--- config.mk ---
export PLATFORM = sky130hd
export DESIGN_NAME = multdiv_seq
export DESIGN_NICKNAME = d
export VERILOG_FILES = /design/src/rtl/multdiv_seq_pkg.sv /design/src/rtl/cla_32.sv /design/src/rtl/multdiv_seq.sv
export SDC_FILE = /design/constraint.sdc
export NUM_CORES = 1
export LEC_CHECK = 0
export ABC_AREA = 1
export CORE_MARGIN = 2
export CORE_UTILIZATION = 63
export CTS_CLUSTER_SIZE = 12
export DETAILED_ROUTE_END_ITERATION = 16
export PLACE_DENSITY_LB_ADDON = 0.08
export RECOVER_POWER = 25
export SLEW_MARGIN = 15
export SYNTH_ARGS = -nofsm -noshare
export SYNTH_HDL_FRONTEND = slang
export SYNTH_SLANG_ARGS = --single-unit
--- constraint.sdc ---
create_clock -name clock -period 8.8 [get_ports clock]
set_input_delay 0.88 -clock clock [delete_from_list [all_inputs] [get_ports clock]]
set_output_delay 0.88 -clock clock [all_outputs]
set_load 0.005 [all_outputs]
--- src/rtl/multdiv_seq_pkg.sv ---
// Shared constants, state/adder-op encodings and the counter helper for the
// iterative multiply/divide unit.
package multdiv_seq_pkg;

    localparam int WIDTH = 32;
    localparam int ITERS = 32;
    localparam int CNT_W = 6;

    localparam logic [WIDTH-1:0] INT_MIN = 32'h8000_0000;
    localparam logic [WIDTH-1:0] NEG_ONE = 32'hFFFF_FFFF;
    localparam logic [CNT_W-1:0] LAST_ITER = CNT_W'(ITERS - 1);

    typedef enum logic [2:0] {
        IDLE,
        MULT_IT,
        DIV_ABS_A,
        DIV_ABS_B,
        DIV_IT,
        DIV_FIX,
        DONE
    } state_t;

    typedef enum logic [1:0] {
        ADD,
        SUB,
        NEG,
        NONE
    } add_op_t;

    // Half-adder ripple increment so the only arithmetic adder stays the CLA.
    function automatic logic [CNT_W-1:0] cnt_inc(input logic [CNT_W-1:0] c);
        logic carry;
        carry = 1'b1;
        for (int i = 0; i < CNT_W; i++) begin
            cnt_inc[i] = c[i] ^ carry;
            carry      = carry & c[i];
        end
    endfunction

endpackage

--- src/rtl/cla_32.sv ---
// 32-bit carry-lookahead adder: 4-bit lookahead groups chained through
// group generate/propagate terms.
module cla_32 (
    input  logic [31:0] in1,
    input  logic [31:0] in2,
    input  logic        cin,
    output logic [31:0] sum,
    output logic        cout
);

    logic [31:0] g;
    logic [31:0] p;
    logic [7:0]  gg;
    logic [7:0]  pg;
    logic [8:0]  cg;

    assign g = in1 & in2;
    assign p = in1 ^ in2;

    genvar gi;
    generate
        for (gi = 0; gi < 8; gi++) begin : g_grp
            logic [3:0] gl;
            logic [3:0] pl;
            logic [3:0] c;
            assign gl   = g[gi*4 +: 4];
            assign pl   = p[gi*4 +: 4];
            assign c[0] = cg[gi];
            assign c[1] = gl[0] | (pl[0] & cg[gi]);
            assign c[2] = gl[1] | (pl[1] & gl[0]) | (pl[1] & pl[0] & cg[gi]);
            assign c[3] = gl[2] | (pl[2] & gl[1]) | (pl[2] & pl[1] & gl[0])
                        | (pl[2] & pl[1] & pl[0] & cg[gi]);
            assign gg[gi] = gl[3] | (pl[3] & gl[2]) | (pl[3] & pl[2] & gl[1])
                          | (pl[3] & pl[2] & pl[1] & gl[0]);
            assign pg[gi] = &pl;
            assign sum[gi*4 +: 4] = pl ^ c;
        end
    endgenerate

    always_comb begin
        cg[0] = cin;
        for (int i = 0; i < 8; i++) begin
            cg[i+1] = gg[i] | (pg[i] & cg[i]);
        end
    end

    assign cout = cg[8];

endmodule

--- src/rtl/multdiv_seq.sv ---
// Iterative signed 32-bit multiply (radix-2 Booth) / divide (restoring on
// magnitudes) sharing a single cla_32 for every add, subtract and negate.
module multdiv_seq
    import multdiv_seq_pkg::*;
(
    input  logic             clock,
    input  logic             reset,
    input  logic             ctrl_MULT,
    input  logic             ctrl_DIV,
    input  logic [WIDTH-1:0] data_operandA,
    input  logic [WIDTH-1:0] data_operandB,
    output logic [WIDTH-1:0] data_result,
    output logic             data_exception,
    output logic             data_resultRDY
);

    state_t state_reg, state_next;

    // p_hi doubles as the remainder and p_lo as the quotient during divide.
    logic [WIDTH-1:0] p_hi_reg, p_lo_reg, m_reg;
    logic             q_1_reg, mult_reg, neg_q_reg, div_exc_reg;
    logic [CNT_W-1:0] cnt_reg;
    logic [WIDTH-1:0] result_reg;
    logic             exc_reg, rdy_reg;

    add_op_t          add_op;
    logic [WIDTH-1:0] add_in1, neg_src;
    logic [WIDTH-1:0] cla_a, cla_b, cla_sum;
    logic             cla_cin, cla_cout;
    logic [WIDTH-1:0] r_shift, booth_hi;
    logic             div_special;

    assign r_shift     = {p_hi_reg[WIDTH-2:0], p_lo_reg[WIDTH-1]};
    assign div_special = (data_operandB == '0)
                       || ((data_operandA == INT_MIN) && (data_operandB == NEG_ONE));
    assign booth_hi    = ((add_op == ADD) || (add_op == SUB)) ? cla_sum : p_hi_reg;

    always_comb begin
        state_next = state_reg;
        add_op     = NONE;
        add_in1    = p_hi_reg;
        neg_src    = m_reg;
        case (state_reg)
            MULT_IT: begin
                if ({p_lo_reg[0], q_1_reg} == 2'b01) add_op = ADD;
                if ({p_lo_reg[0], q_1_reg} == 2'b10) add_op = SUB;
                if (cnt_reg == LAST_ITER) state_next = DONE;
            end
            DIV_ABS_A: begin
                if (p_lo_reg[WIDTH-1]) add_op = NEG;
                neg_src    = p_lo_reg;
                state_next = DIV_ABS_B;
            end
            DIV_ABS_B: begin
                if (m_reg[WIDTH-1]) add_op = NEG;
                neg_src    = m_reg;
                state_next = DIV_IT;
            end
            DIV_IT: begin
                add_op  = SUB;
                add_in1 = r_shift;
                if (cnt_reg == LAST_ITER) state_next = DIV_FIX;
            end
            DIV_FIX: begin
                if (neg_q_reg) add_op = NEG;
                neg_src    = p_lo_reg;
                state_next = DONE;
            end
            DONE:    state_next = IDLE;
            default: state_next = IDLE;
        endcase
        // A new start always preempts whatever is in flight.
        if (ctrl_MULT) begin
            state_next = MULT_IT;
        end else if (ctrl_DIV) begin
            state_next = div_special ? DONE : DIV_ABS_A;
        end
    end

    always_comb begin
        cla_a   = '0;
        cla_b   = '0;
        cla_cin = 1'b0;
        case (add_op)
            ADD: begin
                cla_a = add_in1;
                cla_b = m_reg;
            end
            SUB: begin
                cla_a   = add_in1;
                cla_b   = ~m_reg;
                cla_cin = 1'b1;
            end
            NEG: begin
                cla_b   = ~neg_src;
                cla_cin = 1'b1;
            end
            default: ;
        endcase
    end

    cla_32 u_cla (
        .in1  (cla_a),
        .in2  (cla_b),
        .cin  (cla_cin),
        .sum  (cla_sum),
        .cout (cla_cout)
    );

    always_ff @(posedge clock) begin
        if (reset) begin
            state_reg   <= IDLE;
            p_hi_reg    <= '0;
            p_lo_reg    <= '0;
            m_reg       <= '0;
            q_1_reg     <= 1'b0;
            mult_reg    <= 1'b0;
            neg_q_reg   <= 1'b0;
            div_exc_reg <= 1'b0;
            cnt_reg     <= '0;
            result_reg  <= '0;
            exc_reg     <= 1'b0;
            rdy_reg     <= 1'b0;
        end else begin
            state_reg <= state_next;
            rdy_reg   <= 1'b0;
            if (ctrl_MULT) begin
                p_hi_reg    <= '0;
                p_lo_reg    <= data_operandA;
                q_1_reg     <= 1'b0;
                m_reg       <= data_operandB;
                cnt_reg     <= '0;
                mult_reg    <= 1'b1;
                div_exc_reg <= 1'b0;
            end else if (ctrl_DIV) begin
                p_hi_reg    <= '0;
                q_1_reg     <= 1'b0;
                m_reg       <= data_operandB;
                cnt_reg     <= '0;
                mult_reg    <= 1'b0;
                neg_q_reg   <= data_operandA[WIDTH-1] ^ data_operandB[WIDTH-1];
                div_exc_reg <= div_special;
                if (data_operandB == '0) p_lo_reg <= '0;
                else                     p_lo_reg <= data_operandA;
            end else begin
                case (state_reg)
                    MULT_IT: begin
                        p_hi_reg <= {booth_hi[WIDTH-1], booth_hi[WIDTH-1:1]};
                        p_lo_reg <= {booth_hi[0], p_lo_reg[WIDTH-1:1]};
                        q_1_reg  <= p_lo_reg[0];
                        cnt_reg  <= cnt_inc(cnt_reg);
                    end
                    DIV_ABS_A: if (p_lo_reg[WIDTH-1]) p_lo_reg <= cla_sum;
                    DIV_ABS_B: if (m_reg[WIDTH-1]) m_reg <= cla_sum;
                    DIV_IT: begin
                        p_hi_reg <= cla_cout ? cla_sum : r_shift;
                        p_lo_reg <= {p_lo_reg[WIDTH-2:0], cla_cout};
                        cnt_reg  <= cnt_inc(cnt_reg);
                    end
                    DIV_FIX: if (neg_q_reg) p_lo_reg <= cla_sum;
                    DONE: begin
                        result_reg <= p_lo_reg;
                        exc_reg    <= mult_reg ? (p_hi_reg != {WIDTH{p_lo_reg[WIDTH-1]}})
                                               : div_exc_reg;
                        rdy_reg    <= 1'b1;
                    end
                    default: ;
                endcase
            end
        end
    end

    assign data_result    = result_reg;
    assign data_exception = exc_reg;
    assign data_resultRDY = rdy_reg;

endmodule

==> metrics.cfg <==
[clock_tree]
ctsResizeCount=0
clk_pin_slew_ns=0.07
ctsHoldBuffers=0
cts_max_path_buffers=2
clockRootBuffer=clkbuf_16
cts_setup_buffers=0
clkLatencyLatePin_ns=0.44
clkSinkCount=143
cts_tree=built
h-tree-depth=4
cts_buffers=17

[finish]
postLayoutCoreUtil=0.7472
nets=1725
final_layout_size_suffix_gt1_frac=0.05244
synthToLayoutAreaGrowth_pct=15.41
design_area_um2=11960

[worst_setup_path]
arrival_ns=6.63
path_delay_family=simple AND/OR/NAND/NOR gates
cp-start-kind=flip-flop
slowest_stage=inv_2
critPathBufInv=4
required_ns=9.11
worstSetupPathType=reg2reg
path_max_fanout=61
slowest_delay_ns=0.67
endpoint_kind=flip-flop

[synth]
yosys.area.top_type_share=0.2764
synthCells=1577
synthesis.area_um2=10360
synth-compound-area-share=0.3179
syn-num-nets=1694
ys_seq_area_frac=0.2764
synth.area.top_cells=dfxtp_1 (28%), nand2_1 (11%), o21ai_0 (9.3%)
avgSynthCellArea_um2=6.569
synthArstFlopShare=0
synthAdderAreaFrac=0.06498
synth.largest_area_cell=dfxtp_1
yosysWarningCount=0
ys_types=45
synthSimpleGateAreaFrac=0.2241
yosys-mux-area-fraction=0.0009663
synthFlopType=dfxtp_1
synth_top_family_by_area=compound AO/OA/AOI/OAI gates
synthXorXnorAreaFrac=0.01268
synth_edf_count=0
synth_seq_cells=143

[floorplanning]
io_pins=102
core-area_um2=16000
die_y_um=132.2
die_x_um=132.2
die-area_um2=17480
row_count=46
initial_core_util=0.6474

[drt]
routed_wl_um=34690
vias_per_cell=6.483
drt-pass1-iter-count=9
drc=0
drt_iter0_markers=1806
wl_per_cell_um=18.87
dr_total_vias=11915
drtAntennaViolNets=0

[timing]
fin_setup_tns_ns=0
drv_slew=141
fmax_mhz=158.4
slew_headroom=-1.196
clock_skew_ns=0.01073
setup_viol=0
hold_violations=0
post-route-period-util=0.7172
tightestPinTransition_ns=3.294
period_needed_ns=6.312
rsz0062_at_grt=no

[outcome]
violations=capacitance limit, slew limit
status=complete, but fails checks

[placed_design]
place_hpwl_um=23900
post_dp_cell_area_um2=11350
place_congestion=0.9885
port_buffers=101

[global_route]
grt.overflow.total=0
grt_pass1_wl_um=55100
grt_max_degree=82
grt_pass1_vias=10452
antenna_found_initial=0
grtUsageTotal=0.3892

[job]
maxCapViolCount=3

[power_and_ir_drop]
ir_drop_v=0.0001483
leakage_nw=4.760
power.density_nw_per_um2=148.8
total_power_mw=1.779

[min_path]
hold_path_class=reg2reg

through the flow:
step | hold slack (ns) | cells | setup slack [ns]
2_1_floorplan | 0.4229 | 1577 | 3.825
3_3_place_gp | 0.4506 | 1805 | 2.987
3_5_place_dp | 0.4581 | 1805 | 2.691
4_1_cts | 0.4813 | 1837 | 2.637
5_1_grt | 0.5018 | 1837 | 1.992
6_report | 0.4822 | 1838 | 2.488
logic make-up (layout without fill, tap and decap cells):
kind of cell,Yosys count,count (layout)
flops,143,143
mux,1,1
compound gates,563,563
buf+inv,275,319
fa+ha+maj,49,49
simple gates,531,531
xor+xnor,15,15
other cells,0,1
placed cells by master (no fill, tap or decap), drive strengths merged, types with 2 or more instances in the layout:
cell type,netlist,routed
nor4,22,22
nand4,23,23
o41ai,4,4
a22oi,6,6
bufinv,0,3
buf,19,14
dfxtp,143,143
a221o,2,2
a21oi,158,158
nand3,50,50
clkbuf,87,21
o221ai,29,29
xor2,7,7
ha,41,41
o21a,5,5
nand2,325,325
or2,5,5
inv,167,170
a211oi,6,6
a221oi,4,4
clkinvlp,0,3
clkinv,2,7
clkdlybuf4s50,0,65
o211ai,72,72
a31oi,65,65
xnor2,8,8
nor2,91,91
o21ai,208,208
nor3,14,14
dlygate4sd3,0,36
fa,8,8
synth_stat cells (5+ instances only):
library cell / count
o21a_1: 5
a31oi_1: 65
nor2_1: 90
ha_1: 41
nand2_2: 9
o211ai_1: 72
a21oi_1: 155
nand4_1: 23
a211oi_1: 6
o21ai_0: 192
or2_2: 5
nand2_4: 8
o221ai_1: 29
xnor2_1: 8
nor4_1: 22
nand2_1: 308
xor2_1: 7
fa_1: 8
o21ai_1: 16
inv_1: 162
a22oi_1: 6
clkbuf_1: 87
buf_1: 10
inv_2: 5
nand3_1: 46
dfxtp_1: 143
nor3_1: 14
worst reg2reg max path, delay by kind of cell, from the launching register on:
family                     cells  cell delay, ns
and+or+nand+nor               19            1.91
AOI/OAI and AO/OA              6            1.42
buffers and inverters          4            1.09
adders and majority gates      3            0.87
xor gates and xnor gates       1            0.45
DFF                            1            0.43
where the power goes:
group	switching, mW	leakage [nW]	total (mW)	internal, mW
clock network	0.314	0.289	0.765	0.451
registers	0.0320	1.17	0.708	0.676
logic	0.200	3.30	0.306	0.106
routing by layer:
metal,GRT usage,vias up,wire length [um]
met4,0.1517,0,1156
met3,0.1027,97,4847
met1,0.5561,5381,14290
met5,0,-,0
met2,0.5590,862,14390
li1,-,5575,-
area by class of cell:
| type | instances | area [um2] |
|---|---|---|
| multi-input combinational | 1159 | 6447 |
| sequential | 143 | 2863 |
| inverter | 169 | 634.4 |
| timing repair buffer | 118 | 1127 |
| clock inverter | 14 | 181.4 |
| tap | 216 | 270.3 |
| antenna | 1 | 2.502 |
| fill | 1348 | 4045 |
| clock buffer | 18 | 429.2 |
final timing paths:
check / from / end / slack, ns / cells after the start
max reg2reg: state_reg[0]$_SDFFE_PP0P_ / p_lo_reg[29]$_SDFFE_PP0P_ / 2.49 / 33
min reg2reg: data_result[9]$_SDFFE_PP0P_ / data_result[9]$_SDFFE_PP0P_ / 0.48 / 2
max: state_reg[0]$_SDFFE_PP0P_ / p_lo_reg[29]$_SDFFE_PP0P_ / 2.49 / 33
min: data_result[9]$_SDFFE_PP0P_ / data_result[9]$_SDFFE_PP0P_ / 0.48 / 2
Note: power is estimated with default switching activity, not from simulation.
